[src/rtl/in_selector.sv]
// Addressed single-bit input port: synchronizes and debounces external pins,
// keeps sticky rising-edge flags and returns one addressed bit per accepted read.
module in_selector #(
   parameter int unsigned WIDTH           = 8,
   parameter int unsigned ADDR_W          = 3,
   parameter int unsigned SYNC_STAGES     = 2,
   parameter int unsigned DEBOUNCE_CYCLES = 4
) (
   input  logic              clk,
   input  logic              rst,
   input  logic [WIDTH-1:0]  pins,
   input  logic              read,
   input  logic              CE,
   input  logic [ADDR_W-1:0] addr,
   input  logic              mode,
   output logic              data,
   output logic              valid,
   output logic [WIDTH-1:0]  edgeFlags,
   output logic              irq
);

   localparam int unsigned CNT_W = (DEBOUNCE_CYCLES == 0) ? 1 : $clog2(DEBOUNCE_CYCLES + 1);

   logic [WIDTH-1:0]  sync_q [SYNC_STAGES];
   logic [WIDTH-1:0]  sync_out;
   logic [WIDTH-1:0]  level_q;
   logic [WIDTH-1:0]  level_d;
   logic [WIDTH-1:0]  rise;
   logic [WIDTH-1:0]  clr;
   logic              req_q;
   logic [ADDR_W-1:0] req_addr_q;
   logic              req_mode_q;

   always_ff @(posedge clk or negedge rst) begin
      if (!rst) begin
         for (int unsigned i = 0; i < SYNC_STAGES; i++) begin
            sync_q[i] <= '0;
         end
      end else begin
         sync_q[0] <= pins;
         for (int unsigned i = 1; i < SYNC_STAGES; i++) begin
            sync_q[i] <= sync_q[i-1];
         end
      end
   end

   assign sync_out = sync_q[SYNC_STAGES-1];

   generate
      if (DEBOUNCE_CYCLES == 0) begin : g_bypass
         assign level_d = sync_out;
      end else begin : g_debounce
         localparam logic [CNT_W-1:0] CNT_LAST = CNT_W'(DEBOUNCE_CYCLES - 1);

         logic [CNT_W-1:0] cnt_q [WIDTH];
         logic [CNT_W-1:0] cnt_d [WIDTH];

         // A change is accepted only after the new value has been seen on
         // DEBOUNCE_CYCLES consecutive edges; any return to level restarts the count.
         always_comb begin
            level_d = level_q;
            for (int unsigned i = 0; i < WIDTH; i++) begin
               cnt_d[i] = cnt_q[i] + 1'b1;
               if (sync_out[i] == level_q[i]) begin
                  cnt_d[i] = '0;
               end else if (cnt_q[i] == CNT_LAST) begin
                  level_d[i] = sync_out[i];
                  cnt_d[i]   = '0;
               end
            end
         end

         always_ff @(posedge clk or negedge rst) begin
            if (!rst) begin
               for (int unsigned i = 0; i < WIDTH; i++) begin
                  cnt_q[i] <= '0;
               end
            end else begin
               for (int unsigned i = 0; i < WIDTH; i++) begin
                  cnt_q[i] <= cnt_d[i];
               end
            end
         end
      end
   endgenerate

   assign rise = level_d & ~level_q;

   // The clear lands on the edge that returns the pre-clear flag; a
   // simultaneous rise is OR-ed in afterwards so it wins.
   always_comb begin
      clr = '0;
      if (req_q && req_mode_q) begin
         clr[req_addr_q] = 1'b1;
      end
   end

   always_ff @(posedge clk or negedge rst) begin
      if (!rst) begin
         level_q    <= '0;
         edgeFlags  <= '0;
         req_q      <= 1'b0;
         req_addr_q <= '0;
         req_mode_q <= 1'b0;
         data       <= 1'b0;
         valid      <= 1'b0;
      end else begin
         level_q   <= level_d;
         edgeFlags <= (edgeFlags & ~clr) | rise;
         req_q     <= read & CE;
         if (read && CE) begin
            req_addr_q <= addr;
            req_mode_q <= mode;
         end
         valid <= req_q;
         if (req_q) begin
            data <= req_mode_q ? edgeFlags[req_addr_q] : level_q[req_addr_q];
         end
      end
   end

   assign irq = |edgeFlags;

endmodule

[config.mk]
export PLATFORM = sky130hd
export DESIGN_NAME = in_selector
export DESIGN_NICKNAME = d
export VERILOG_FILES = /design/src/rtl/in_selector.sv
export SDC_FILE = /design/constraint.sdc
export NUM_CORES = 1
export LEC_CHECK = 0
export CAP_MARGIN = 10
export CORE_AREA = 2 2 68 102
export DETAILED_ROUTE_END_ITERATION = 8
export DIE_AREA = 0 0 70 104
export HOLD_SLACK_MARGIN = 0.1
export PLACE_DENSITY = 0.72
export SLEW_MARGIN = 20
export SYNTH_ARGS = -nofsm -noshare
export SYNTH_HDL_FRONTEND = slang
export SYNTH_SLANG_ARGS = --single-unit
export TNS_END_PERCENT = 20
[constraint.sdc]
create_clock -name clk -period 1.5 [get_ports clk]
set_clock_uncertainty 0.05 [all_clocks]
set_input_delay 0.45 -clock clk [delete_from_list [all_inputs] [get_ports clk]]
set_output_delay 0.45 -clock clk [all_outputs]
set_load 0.03 [all_outputs]
==> summary.md <==
| Metric | Value |
|---|---|
| Crit-path max FO | `2` |
| Reg2Reg Depth | `4` |
| Setup repair bufs after CTS | `0` |
| Synth cell types | `25` |
| Most common cell after layout, fill and taps aside | `dfrtp_1` |
| Synth Cell Area | `2467 sq um` |
| PnR worst setup slack | `-0.3133 ns` |
| WHS Path Cells | `0` |
| Mapped Nets | `198` |
| Post-route ant nets | `0` |
| CTS tree | `yes` |
| Port buffer count | `26` |
| Die ar. | `7280 sq um` |
| Clock sink count | `63` |
| Worst Tran Pin Value | `0.3837 ns` |
| Critical Path AT | `1.31 ns` |
| Setup TNS | `-0.4934 ns` |
| FF-to-FF setup slack | `0.04 ns` |
| Fmax | `0.5515 GHz` |
| Clock insertion delay at the later pin of the skew report | `0.33 ns` |
| Area grow syn2layout | `30.63%` |
| RR Endpoint | `edgeFlags[0]$_DFF_PN0_` |
| Antenna violations before repair | `0` |
| Drt drc | `0` |
| Leakage | `0.001423 uW` |
| Slew Viols, Final | `0` |
| Commonest non-fill, non-tap cells in the layout | `dfrtp_1, buf_6, nand2b_1, nor3b_1, clkdlybuf4s50_1` |
| GPL Wtd Cong | `0.7352` |
| Row Count | `36` |
| Die Y | `104 um` |
| Max-cap viol count | `0` |
| Syn_area_per_cell | `14.18 sq um` |
| Worst EP required | `1.00 ns` |
| # placed instances | `287` |
| Gr usage total | `12.62%` |
| Layout Nets | `247` |
| FF-to-FF Start | `req_addr_q[0]$_DFFE_PN0P_` |
| Synth Warn # | `0` |
| Vias post-DR | `1500` |
| DRT Pass-1 Iters | `4` |
| Share of layout cells above drive strength 1 | `28.07%` |
| Core ar. | `6396 sq um` |
| Fill cells | `561` |
| Clock root buffer | `clkbuf_8` |
| PD cells | `1870 nW/um^2` |
| Seq/Total Area, Yosys | `63.89%` |
| Io pins | `27` |
| Yosys reg bits | `63` |
| Min-Delay Endpoint | `sync_out[2]$_DFF_PN0_` |
| Total gr overflow | `0` |
| Hold Crit Class | `flip-flop to flip-flop` |
| Diode count | `0` |
| DRT Wirelength | `4145 um` |
| Critical Path Sink Type | `primary output` |
| Vias per cell | `4.934` |
| Die X | `70 um` |
| Worst slew margin | `74.42%` |
| Vias in the first global route | `1580` |
| First-pass GRT wire length | `7093 um` |
| Post-route minimum period | `1.813 ns` |
| Critical path type | `flip-flop to primary output` |
| Hold Vio Cnt, Final | `0` |
| Setup Viol. Count Final | `9` |
| Critical Path Start Type | `flip-flop` |
| CTS buffer count | `9` |
| Largest net degree at the start of global routing | `35` |
| Min-delay src | `sync_q[10]$_DFF_PN0_` |
| Finished Layout Cells | `304` |
| H-tree Lvls | `3` |
| Mapped Cells | `174` |
| Status | `finished with violations` |
| Unrepaired setup endpoints after global routing | `true` |
| Initial DRC count | `70` |
| Failing checks | `setup timing` |
| Deepest clock path buffer count | `2` |
| Worst Setup SP | `edgeFlags[4]$_DFF_PN0_` |
| IR Drop Worst-Case VDD | `0.8040 mV` |
| Reg clk slew, reported paths | `0.08 ns` |
| Fin crit share | `120.9%` |
| Routed length per placed instance | `13.63 um` |
| Initial Util | `38.58%` |
| Hpwl dp | `3020 um` |
## what timing repair did
item                       CTS  global route
gates resized for setup     26             9
hold buffers                 1             0
setup endpoints to repair   11            11
hold endpoints to repair     8             0
pin swaps                    2             4
## routing by layer
metal | global-route usage, % | vias up | wire [um]
met2 | 21.22 | 27 | 2220
met4 | 6.593 | 0 | 102
met3 | 4.360 | 9 | 147
met5 | 0 | - | 0
met1 | 13.89 | 751 | 1674
li1 | - | 713 | -
## cell families (layout without fill, tap and decap cells)
logic type | Yosys count | in the layout | synth area share, %
AOI/OAI and AO/OA | 16 | 16 | 3.854
and+or+nand+nor | 56 | 56 | 14.10
adders and majority gates | 8 | 8 | 4.057
DFF | 63 | 63 | 63.89
buffers and inverters | 5 | 59 | 1.521
xor gates and xnor gates | 8 | 8 | 2.840
muxes | 18 | 18 | 9.736
## worst max path at each step
stage	end	slack (ns)
2_1_floorplan	irq	0.001
3_3_place_gp	irq	-0.36
3_5_place_dp	irq	-0.40
4_1_cts	irq	-0.30
5_1_grt	irq	-0.36
6_report	irq	-0.31
## metrics by stage
step / area [sq um] / util, % / total power [uW] / hold WS (ns) / setup slack [ns]
6_report: 3223 / 50.39 / 6026 / 0.2934 / -0.3133
4_1_cts: 3193 / 49.92 / 5990 / 0.2978 / -0.3018
5_1_grt: 3223 / 50.39 / 6393 / 0.3024 / -0.3552
3_5_place_dp: 2910 / 45.50 / 4312 / 0.2878 / -0.4042
3_3_place_gp: 2910 / 45.50 / 4250 / 0.2829 / -0.3620
2_1_floorplan: 2470 / - / 3556 / 0.1044 / 0.001363
## Yosys cell counts
cell       n  share of area (%)
buf_6      2               0.91
nor2b_1    6                1.5
xnor2_1    8                2.8
o311ai_0   1               0.36
buf_4      1               0.30
a211oi_1   1               0.30
nand2_1    6               0.91
nor3b_1   14                4.3
o21ai_0   11                2.2
mux2_2    12                5.5
nand3b_1   4                1.2
nor3_1     3               0.61
ha_1       8                4.1
inv_1      2               0.30
dfrtp_1   63                 64
mux4_2     1               0.91
a311oi_1   1               0.36
nand3_1    1               0.20
and3b_1    2               0.71
nand2b_1  14                3.5
nor2_1     4               0.61
mux2i_1    3                1.2
o31ai_1    2               0.61
nor4_1     2               0.51
mux4_1     2                2.1
## critical path, cell delays in order, from the launching register on
cell and delay (ns):
dfrtp_2 0.43, nor4_4 0.28, nand2_1 0.12, buf_6 0.15
## state kept, by name, summed over array words and instances, names as in the netlist
register / flops
g_debounce.cnt_q: 24
edgeFlags: 8
level_q: 8
sync_out: 8
sync_q: 8
req_addr_q: 3
data: 1
req_mode_q: 1
req_q: 1
valid: 1
## where the power goes
part	switching (uW)	total, uW	internal [uW]
Clock	670	1490	817
Sequential	393	2540	2150
Combinational	892	2000	1110
## final cells by class
cell class	count	area [sq um]	share of cell area (%)
Clock inverter	6	70.07	2.174
Sequential cell	63	1580	49.03
Tap cell	76	95.09	2.950
Multi-Input combinational cell	106	888.4	27.56
Timing Repair Buffer	41	444.2	13.78
Clock buffer	10	137.6	4.270
Inverter	2	7.507	0.2329
Note: power is estimated with default switching activity, not from simulation.
